==> config.mk <==
export PLATFORM = sky130hd
export DESIGN_NAME = stream_demux1ton
export DESIGN_NICKNAME = d
export VERILOG_FILES = /design/src/rtl/stream_demux1ton.sv
export SDC_FILE = /design/constraint.sdc
export NUM_CORES = 1
export LEC_CHECK = 0
export BUFFER_PORTS_ARGS = -buffer_cell sky130_fd_sc_hd__buf_2
export CORE_MARGIN = 1
export CORE_UTILIZATION = 46
export DETAILED_ROUTE_END_ITERATION = 10
export PLACE_DENSITY = 0.76
export SYNTH_ARGS = -nofsm -noshare
export SYNTH_HDL_FRONTEND = slang
export SYNTH_SLANG_ARGS = --single-unit
==> constraint.sdc <==
create_clock -name clk -period 2.5 [get_ports clk]
set_input_delay 0.25 -clock clk [delete_from_list [all_inputs] [get_ports clk]]
set_output_delay 0.25 -clock clk [all_outputs]
set_load 0.01 [all_outputs]
==> src/rtl/stream_demux1ton.sv <==
// Registered 1-to-NOUT packet demux; sel locked from first to last beat.
// Define STREAM_DEMUX_DROP_EN to drop out-of-range packets instead of clamping.
module stream_demux1ton #(
    parameter int W    = 8,
    parameter int NOUT = 4,
    parameter int SW   = 2
) (
    input  logic            clk,
    input  logic            rst_n,
    input  logic            in_valid,
    output logic            in_ready,
    input  logic [W-1:0]    in_data,
    input  logic            in_last,
    input  logic [SW-1:0]   sel,
    output logic [NOUT-1:0] out_valid,
    input  logic [NOUT-1:0] out_ready,
    output logic [W-1:0]    out_data,
    output logic            out_last,
`ifdef STREAM_DEMUX_DROP_EN
    output logic [7:0]      drop_cnt,
`endif
    output logic            busy
);

    localparam logic [0:0] IDLE = 1'b0;
    localparam logic [0:0] PKT  = 1'b1;

    localparam logic [SW:0]   NOUT_W  = (SW+1)'(NOUT);
    localparam logic [SW-1:0] LAST_CH = SW'(NOUT - 1);

    logic [0:0]    state;
    logic [SW-1:0] lock_ch;
    logic [W-1:0]  buf_data;
    logic          buf_last;
    logic [SW-1:0] buf_ch;
    logic          buf_valid;

    logic          sel_oor;
    logic [SW-1:0] ch_sel;
    logic [SW-1:0] cur_ch;
    logic          cur_drop;
    logic          ch_rdy;
    logic          drain;
    logic          accept;
    logic          load;

    assign sel_oor = {1'b0, sel} >= NOUT_W;
    assign ch_sel  = sel_oor ? LAST_CH : sel;
    assign cur_ch  = (state == PKT) ? lock_ch : ch_sel;

`ifdef STREAM_DEMUX_DROP_EN
    logic lock_drop;
    assign cur_drop = (state == PKT) ? lock_drop : sel_oor;
`else
    assign cur_drop = 1'b0;
`endif

    always_comb begin
        ch_rdy = 1'b0;
        for (int i = 0; i < NOUT; i++) begin
            if (buf_ch == SW'(i)) ch_rdy = out_ready[i];
        end
    end

    assign drain    = buf_valid && ch_rdy;
    assign in_ready = !buf_valid || drain;
    assign accept   = in_valid && in_ready;
    assign load     = accept && !cur_drop;

    always_comb begin
        out_valid = '0;
        for (int i = 0; i < NOUT; i++) begin
            out_valid[i] = buf_valid && (buf_ch == SW'(i));
        end
    end

    assign out_data = buf_data;
    assign out_last = buf_last;
    assign busy     = (state == PKT) || buf_valid;

    always_ff @(posedge clk or negedge rst_n) begin
        if (!rst_n) begin
            buf_valid <= 1'b0;
            buf_data  <= '0;
            buf_last  <= 1'b0;
            buf_ch    <= '0;
        end else if (load) begin
            buf_valid <= 1'b1;
            buf_data  <= in_data;
            buf_last  <= in_last;
            buf_ch    <= cur_ch;
        end else if (drain) begin
            buf_valid <= 1'b0;
        end
    end

    always_ff @(posedge clk or negedge rst_n) begin
        if (!rst_n) begin
            state   <= IDLE;
            lock_ch <= '0;
        end else if (accept) begin
            if (state == IDLE) begin
                if (!in_last) begin
                    lock_ch <= ch_sel;
                    state   <= PKT;
                end
            end else if (in_last) begin
                state <= IDLE;
            end
        end
    end

`ifdef STREAM_DEMUX_DROP_EN
    // Drop decision is taken on the first beat and held for the packet.
    always_ff @(posedge clk or negedge rst_n) begin
        if (!rst_n) begin
            lock_drop <= 1'b0;
            drop_cnt  <= 8'd0;
        end else if (accept && state == IDLE) begin
            lock_drop <= sel_oor;
            if (sel_oor && drop_cnt != 8'hFF) drop_cnt <= drop_cnt + 8'd1;
        end
    end
`endif

endmodule

=== After elaboration in Yosys (flattened, before gate mapping) ===
Cells that the tools add are included.

* Register bits: 15
* Input port bits: 18
* Output and inout bits: 15
* Logic and storage cells: 31

* Equality and inequality tests: 3
* Multiplexer cells: 8
* Bitwise logic cells: 2
* Reduce and logical (&&, ||, !) cells: 12

{| class="wikitable"
|+ Operators by type and width
! kind !! count
|-
| 1-bit 2-to-1 mux || 7
|-
| 1-bit logical AND || 6
|-
| 2-bit equality test (second input constant) || 2
|-
| 3-bit AND reduction || 1
|-
| 2-bit by 1-bit equality test with 1-bit output (second input constant) || 1
|-
| 2-bit zero test || 1
|-
| 1-bit logical OR || 2
|-
| 2-bit 2-to-1 mux || 1
|-
| 1-bit NOT || 2
|-
| 2-bit nonzero test || 1
|-
| 1-bit zero test || 1
|}

=== Depth between registers and ports, before layout ===
Gate-level depths: netlist of the first run.

* Depth in word-level cells: 9
* Depth in mapped cells: 5

=== Worst setup path after synthesis of the first run ===
Ideal clock, no wire load.

* Path kind: register to register
* Start point: reg buf_ch[1]
* End point: reg buf_data[2], in the netlist out_data[2]
* Setup time: 0.125 ns
* Data arrival time: 1.566 ns
* Setup slack: 0.809 ns
* Stages on the path, launching flop included: 5
* Path buffers: 1
* Clock period less this slack: 1.691 ns
* Cells stage by stage: dfrtp_1 > mux2_4 > o221ai_2 > buf_2 > mux2_2

* Word-level cells in the longest chain between the ends: 8

{| class="wikitable"
|+ Ends and longest elaborated chain
! element !! line !! RTL
|-
| start, declared || 35 || <nowiki>logic [SW-1:0] buf_ch;</nowiki>
|-
| start signal, assigned || 91 || <nowiki>buf_ch <= cur_ch;</nowiki>
|-
| 2-bit zero test || 61 || <nowiki>if (buf_ch == SW'(i)) ch_rdy = out_ready[i];</nowiki>
|-
| 1-bit 2-to-1 mux (3 in series) || 61 ||
|-
| 1-bit 2-to-1 mux * || 61 ||
|-
| 1-bit logical AND * || 65 || <nowiki>assign drain = buf_valid && ch_rdy;</nowiki>
|-
| 1-bit logical OR * || 66 || <nowiki>assign in_ready = !buf_valid || drain;</nowiki>
|-
| 1-bit logical AND * || 67 || <nowiki>assign accept = in_valid && in_ready;</nowiki>
|-
| end signal, assigned || 89 || <nowiki>buf_data <= in_data;</nowiki>
|-
| end, declared || 33 || <nowiki>logic [W-1:0] buf_data;</nowiki>
|}

Every way passes the cells marked *; elsewhere a longest branch is shown, timed or not.
A chain may end at the register's enable or synchronous reset.

=== Worst setup path in the final report of the first run ===
* Start point: reg buf_ch[1]
* End point: reg buf_data[5], in the netlist out_data[5]

The elaborated chain is that of the path after synthesis.

==> results_dict.tcl, run 1 <==
set metrics [dict create \
    run_status "finished clean" \
    stdcell_count 101 \
    critPathTopFamily "multiplexers" \
    grt_util_all_layers 0.1671 \
    synth.cell_area_um2 666.9 \
    final_max_slew_viol_count 0 \
    rsz0062_at_grt "false" \
    placementRows 13 \
    timing.clock.skew_ns 0.001167 \
    cap_viol_max_count 0 \
    global_route.usage.met3 0.05000 \
    global_route.usage.met2 0.2984 \
    clkTransAtPathRegs_ns 0.08 \
    drt_pass1_iterations 4 \
    grt_first_pass_wirelength_mm 1.718 \
    route.detailed.drc 0 \
    clk-insertion-delay-late_ns 0.27 \
    ctsRootBufferMaster "clkbuf_4" \
    design.portCount 33 \
    final_nets 105 \
    cp_data_arrival_time_ns 2.06 \
    fin_crit_sh 0.7623 \
    floorplan.core_area_mm2 0.001318 \
    critPathMaxStageDelay_ns 0.47 \
    postSynthCellCount 49 \
    fillers 111 \
    post_route_cells_drive_above_1_share 0.6047 \
    grt_max_degree 16 \
    initialDrtViolationCount 6 \
    hpwl_um 962.3 \
    setup_violations 0 \
    crit_type "reg -> reg" \
    detail-route-antenna-nets 0 \
    groute.layer.met1.usage 0.1775 \
    die-area_mm2 0.001606 \
    clock_tree.buffer_depth 2 \
    leakagePower_nw 0.4500 \
    area_growth_pct 32.65 \
    cp_cell_sequence "mux2_4 > o221ai_2 > buf_4 > mux2_2" \
    cts_tree "done" \
    final_hold_viol_count 0 \
    worst_path_max_delay_cell "dfrtp_1" \
    power.density_cell_area_mw_per_mm2 1103 \
    seq_area_frac_synth 0.5629 \
    hp-class "in -> reg" \
    grt.busiest_layer "met2" \
    final.hold.worst_slack_ns 0.2049 \
    finalPower_mw 0.9753 \
    antennaDiodeCount 0 \
    via_count_of_the_first_global_routing_pass 432 \
    num_vias 514 \
    initial_core_util 0.5062 \
    placement.cell_area_um2 848.3 \
    fin_setup_tns_ns 0 \
    cp_data_required_time_ns 2.66 \
    crit_fanout 10 \
    ys_seq_elements 15 \
    die_height_um 40.08 \
    synth_fp_nets 67 \
    postLayoutCellArea_um2 884.6 \
    ys_types 16 \
    final.min_clock_period_ns 1.906 \
    setup.worst_path.start_class "flop" \
    viasPerCell 5.089 \
    grt_antenna_before_repair 0 \
    numClockSinks 15 \
    critical_path.endpoint_type "flop" \
    gr-total-overflow 0 \
    wirelength_mm 1.159 \
    most_frequent_standard_cell_in_the_layout_excluding_fill_and_tap_cells "buf_2" \
    most-common-layout-cells "32 x buf_2, 15 x dfrtp_1, 9 x mux2_2" \
    post_synth.cell_area_avg_um2 13.61 \
    worst-slew-pin-transition_ns 0.5117 \
    post-cts-setup-buffers 0 \
    place.detailed.instances 96 \
    final.setup.worst_slack_ns 0.5944 \
    peak_freq_mhz 524.8 \
    final_core_utilization 0.6714 \
    dp_worst_setup_slack_ns 0.5765 \
    port_buffers 32 \
    cts_inserted_buffers 3 \
    ir_worst_vdd_v 0.0005548 \
    die-width_um 40.08 \
    htree_levels 1 \
    critPathBufInv 1 \
    routedWlPerCell_um 11.48 \
    maxSlewHeadroom 0.6589 \
    ys_warns 0 \
    globalplace.congestion 0.6613 \
]
==> report_power, final <==
| part | leakage (nW) | switching [mW] | total (mW) | internal (mW) |
|---|---|---|---|---|
| combinational | 0.259 | 0.193 | 0.425 | 0.232 |
| clock | 0.0150 | 0.0656 | 0.127 | 0.0617 |
| sequential | 0.176 | 0.0719 | 0.423 | 0.351 |
==> kinds of logic after synthesis <==
group,count (synthesis),share of synthesized area
AO/OA/AOI/OAI,6,0.06754
multiplexers,15,0.2721
flip-flops,15,0.5629
buffers and inverters,2,0.01312
AND/OR/NAND/NOR,11,0.08442
==> registers in the layout, indices dropped and copies added (netlist names) <==
| signal | count |
|---|---|
| state | 1 |
| lock_ch | 2 |
| out_data | 8 |
| buf_valid | 1 |
| buf_ch | 2 |
| out_last | 1 |
==> worst paths after layout <==
check                                 start           to  slack (ns)  cells after the start
worst max-delay path              buf_ch[1]  out_data[5]        0.59                      4
min in group asynchronous             rst_n  out_data[6]        0.41                      2
worst min register to register  out_data[1]  out_data[1]        0.50                      1
worst max register to register    buf_ch[1]  out_data[5]        0.59                      4
worst min-delay path                in_last        state        0.20                      2
max in group asynchronous             rst_n    buf_ch[0]        1.85                      2
==> synth_stat cells (all sizes together) <==
cell,count,area share
o221ai,1,0.023
or2,1,0.0094
mux2,13,0.24
o22a,1,0.013
inv,1,0.0056
o21ai,2,0.015
nand2,3,0.017
dfrtp,15,0.56
or3,1,0.017
nand2b,2,0.019
nor2,4,0.023
a31oi,1,0.0094
mux2i,2,0.030
buf,1,0.0075
a21oi,1,0.0075
==> area by class of cell <==
| cell class | count | area (um^2) | share of cell area |
|---|---|---|---|
| flip-flops and latches | 15 | 375.4 | 0.4243 |
| multi-input cells | 32 | 282.8 | 0.3197 |
| repair buffers | 34 | 177.7 | 0.2008 |
| clock buffers | 4 | 26.28 | 0.02970 |
| well taps | 15 | 18.77 | 0.02122 |
| inverters | 1 | 3.754 | 0.004243 |
==> worst register-to-register path: cells and delay by family, from the launching register on <==
family,cells,cell delay [ns]
compound gates,1,0.43
buf+inv,1,0.24
flops,1,0.47
mux,2,0.67
==> routing by layer <==
metal,up-vias,part of all wire
li1,250,-
met1,241,0.43
met2,21,0.49
met3,2,0.074
met4,0,0.0095
met5,-,0
==> timing repair <==
item / 4_1_cts / 5_1_grt
resized for setup: 0 / 0
hold endpoints to repair: 15 / 0
hold buffers: 1 / 0
(Power assumes the default switching activity.)
==> inputs of run 2 (changes only) <==
--- a/config.mk
+++ b/config.mk
@@ -5,11 +5,12 @@
 export SDC_FILE = /design/constraint.sdc
 export NUM_CORES = 1
 export LEC_CHECK = 0
+export ABC_AREA = 1
 export BUFFER_PORTS_ARGS = -buffer_cell sky130_fd_sc_hd__buf_2
 export CORE_MARGIN = 1
-export CORE_UTILIZATION = 46
+export CORE_UTILIZATION = 45
 export DETAILED_ROUTE_END_ITERATION = 10
-export PLACE_DENSITY = 0.76
+export PLACE_DENSITY = 0.73
 export SYNTH_ARGS = -nofsm -noshare
 export SYNTH_HDL_FRONTEND = slang
 export SYNTH_SLANG_ARGS = --single-unit
==> constraint.sdc (replaced) <==
create_clock -name clk -period 1.91 [get_ports clk]
set_input_delay 0.191 -clock clk [delete_from_list [all_inputs] [get_ports clk]]
set_output_delay 0.191 -clock clk [all_outputs]
set_load 0.01 [all_outputs]
==> run 2 against run 1 <==
- core utilization shrank 5.9 points
- highest routed layer unchanged
- final cell count grew 36%
- critical path type is now reg -> out
- clock skew grew 0.0083 ns
- sequential cell count is the same
- non-clock buffer count shrank 1
- critical endpoint is now in_ready
- count of clock-buffer cells in the layout shrank 1
==> results_dict.tcl, run 2 <==
set metrics [dict create \
    run_status "finished clean" \
    initial_core_util 0.4910 \
    ys_types 17 \
    seq_area_frac_synth 0.5017 \
    grt_max_degree 17 \
    final_nets 140 \
    post-cts-setup-buffers 0 \
    timing.clock.skew_ns 0.009464 \
    via_count_of_the_first_global_routing_pass 662 \
    ir_worst_vdd_v 0.0008851 \
    placement.cell_area_um2 890.9 \
    fin_crit_sh 0.8982 \
    htree_levels 1 \
    footprint_of_the_multi_input_gates_um2 325.3 \
    clock_tree.buffer_depth 2 \
    synth.cell_area_um2 748.2 \
    viasPerCell 5.190 \
    post_route_cells_drive_above_1_share 0.3636 \
    area.sequential_um2 375.4 \
    numClockSinks 15 \
    cts_inserted_buffers 3 \
    routedWlPerCell_um 11.53 \
    crit_fanout 13 \
    antennaDiodeCount 0 \
    switching_portion_of_total_power 0.4396 \
    rsz0062_at_grt "false" \
    final.min_clock_period_ns 1.715 \
    leakagePower_nw 0.5248 \
    hp-class "in -> reg" \
    synth_fp_nets 106 \
    maxSlewHeadroom 0.7827 \
    synthMostInstantiatedCell "nand2_1" \
    postSynthCellCount 88 \
    initialDrtViolationCount 18 \
    detail-route-antenna-nets 0 \
    floorplan.core_area_mm2 0.001524 \
    cts_tree "done" \
    cp_data_required_time_ns 1.72 \
    peak_freq_mhz 582.9 \
    hpwl_mm 1.163 \
    setup.worst_path.start_class "flop" \
    clk-insertion-delay-late_ns 0.29 \
    yosys-top-cells-count "30 x nand2_1, 15 x dfrtp_1, 10 x nand3_1" \
    total_switching_power_mw 0.6446 \
    synth_top_area_frac 0.5017 \
    fin_setup_tns_ns 0 \
    route.detailed.drc 0 \
    most-common-layout-cells "32 x buf_2, 30 x nand2_1, 15 x dfrtp_1" \
    die_height_um 42.78 \
    gr-total-overflow 0 \
    cp_data_arrival_time_ns 1.52 \
    cap_viol_max_count 0 \
    critical_path.endpoint_type "output pin" \
    final_max_slew_viol_count 0 \
    power_report.internal_total_mw 0.8218 \
    grt_util_all_layers 0.1859 \
    grt_first_pass_wirelength_mm 2.580 \
    cell_types_with_the_largest_area_share_after_synthesis "dfrtp_1 50%, nand2_1 15%, nand3_1 6.7%" \
    clkTransAtPathRegs_ns 0.09 \
    globalplace.congestion 0.8357 \
    largest_register_ff_count 8 \
    share_seq_of_total_power 0.401 \
    most_frequent_standard_cell_in_the_layout_excluding_fill_and_tap_cells "buf_2" \
    crit_type "reg -> out" \
    number_of_synthesized_flops_with_an_enable_pin 0 \
    final_hold_viol_count 0 \
    wirelength_mm 1.580 \
    power.density_cell_area_mw_per_mm2 1571 \
    post_synth.cell_area_avg_um2 8.502 \
    ctsRootBufferMaster "clkbuf_4" \
    grt_antenna_before_repair 0 \
    area_growth_pct 24.75 \
    drt_pass1_iterations 4 \
    ys_warns 0 \
    netlist.top_cell.by_area "dfrtp_1" \
    die-width_um 42.78 \
    placementRows 14 \
    worst-slew-pin-transition_ns 0.3259 \
    most_used_dff_post_synth "dfrtp_1" \
    num_vias 711 \
    fillers 138 \
    setup_violations 0 \
    die-area_mm2 0.001830 \
    postLayoutCellArea_um2 933.4 \
    port_buffers 32 \
    design.portCount 33 \
    synth_async_reset_ratio 1.000 \
    ys_seq_elements 15 \
    p_clk_frac 0.122 \
    comb_power_frac 0.477 \
]
[run 2: changes by cell type after synthesis, moves of 3 or more]
cell,previous run,this run
buf_6,0,3
mux2_2,9,0
mux2_4,4,0
nand2_1,3,30
nand3_1,0,10
nand4_1,0,3
nor2_1,4,8
[run 2: stage by stage]
stage	setup slack [ns]	power [mW]	hold slack (ns)	instances	utilization
after floorplan	0.6974	1.099	-0.1046	88	-
after global placement	0.4154	1.266	0.1070	132	0.5846
after detailed placement	0.3768	1.284	0.1109	132	0.5846
after CTS	0.06968	1.465	0.1251	137	0.6092
after global routing	0.06659	1.593	0.1460	137	0.6125
final	0.1945	1.466	0.1257	137	0.6125
[run 2: area by class of cell]
type,instances,area share
clock buffer,3,0.02413
multi-input combinational,65,0.3485
sequential,15,0.4021
clock inverter,1,0.005362
timing repair buffer,33,0.1823
inverter,4,0.01609
tap,16,0.02145
[run 2: worst paths after layout]
| path | startpoint | to | slack [ns] | cells after the start |
|---|---|---|---|---|
| min | in_data[2] | out_data[2] | 0.13 | 3 |
| min reg2reg | out_data[7] | out_data[7] | 0.48 | 2 |
| min in group asynchronous | rst_n | out_data[5] | 0.33 | 2 |
| max | buf_ch[1] | in_ready | 0.19 | 6 |
| max reg2reg | buf_ch[1] | lock_ch[1] | 0.57 | 7 |
| max in group asynchronous | rst_n | lock_ch[1] | 1.32 | 2 |
[run 2: power groups by stage]
stage                     Clock [mW]  Sequential [mW]  Combinational, mW
after global placement             0            0.585              0.680
after global routing           0.188            0.612              0.792
after floorplan                    0            0.609              0.489
after CTS                      0.182            0.588              0.695
final                          0.179            0.588              0.700
after detailed placement           0            0.593              0.691
[run 2: logic make-up (layout without fill, tap and decap cells)]
group | count (synthesis) | count (layout) | share of synthesized area
compound gates | 4 | 4 | 0.02676
buf+inv | 8 | 41 | 0.07023
flops | 15 | 15 | 0.5017
mux | 2 | 2 | 0.02676
simple gates | 59 | 59 | 0.3746
[run 2: what timing repair did]
| item | 4_1_cts | 5_1_grt |
|---|---|---|
| hold buffers | 1 | 0 |
| endpoints found under the setup margin | 0 | 1 |
| endpoints found under the hold margin | 15 | 0 |
| resized for setup | 0 | 1 |
[run 2: routing by layer]
layer | global-route usage | wire (um) | up-vias
li1 | - | - | 352
met2 | 0.3424 | 820 | 31
met5 | 0 | 0 | -
met4 | 0.07500 | 34 | 0
met3 | 0.02553 | 78 | 7
met1 | 0.2115 | 647 | 321
[run 2: worst max-delay path: stages (launching register included)]
cell and delay [ns]:
dfrtp_1 0.47, nor2_1 0.12, nand2_1 0.06, nand2_1 0.08, nor2_1 0.08, nor2_4 0.25, buf_2 0.19
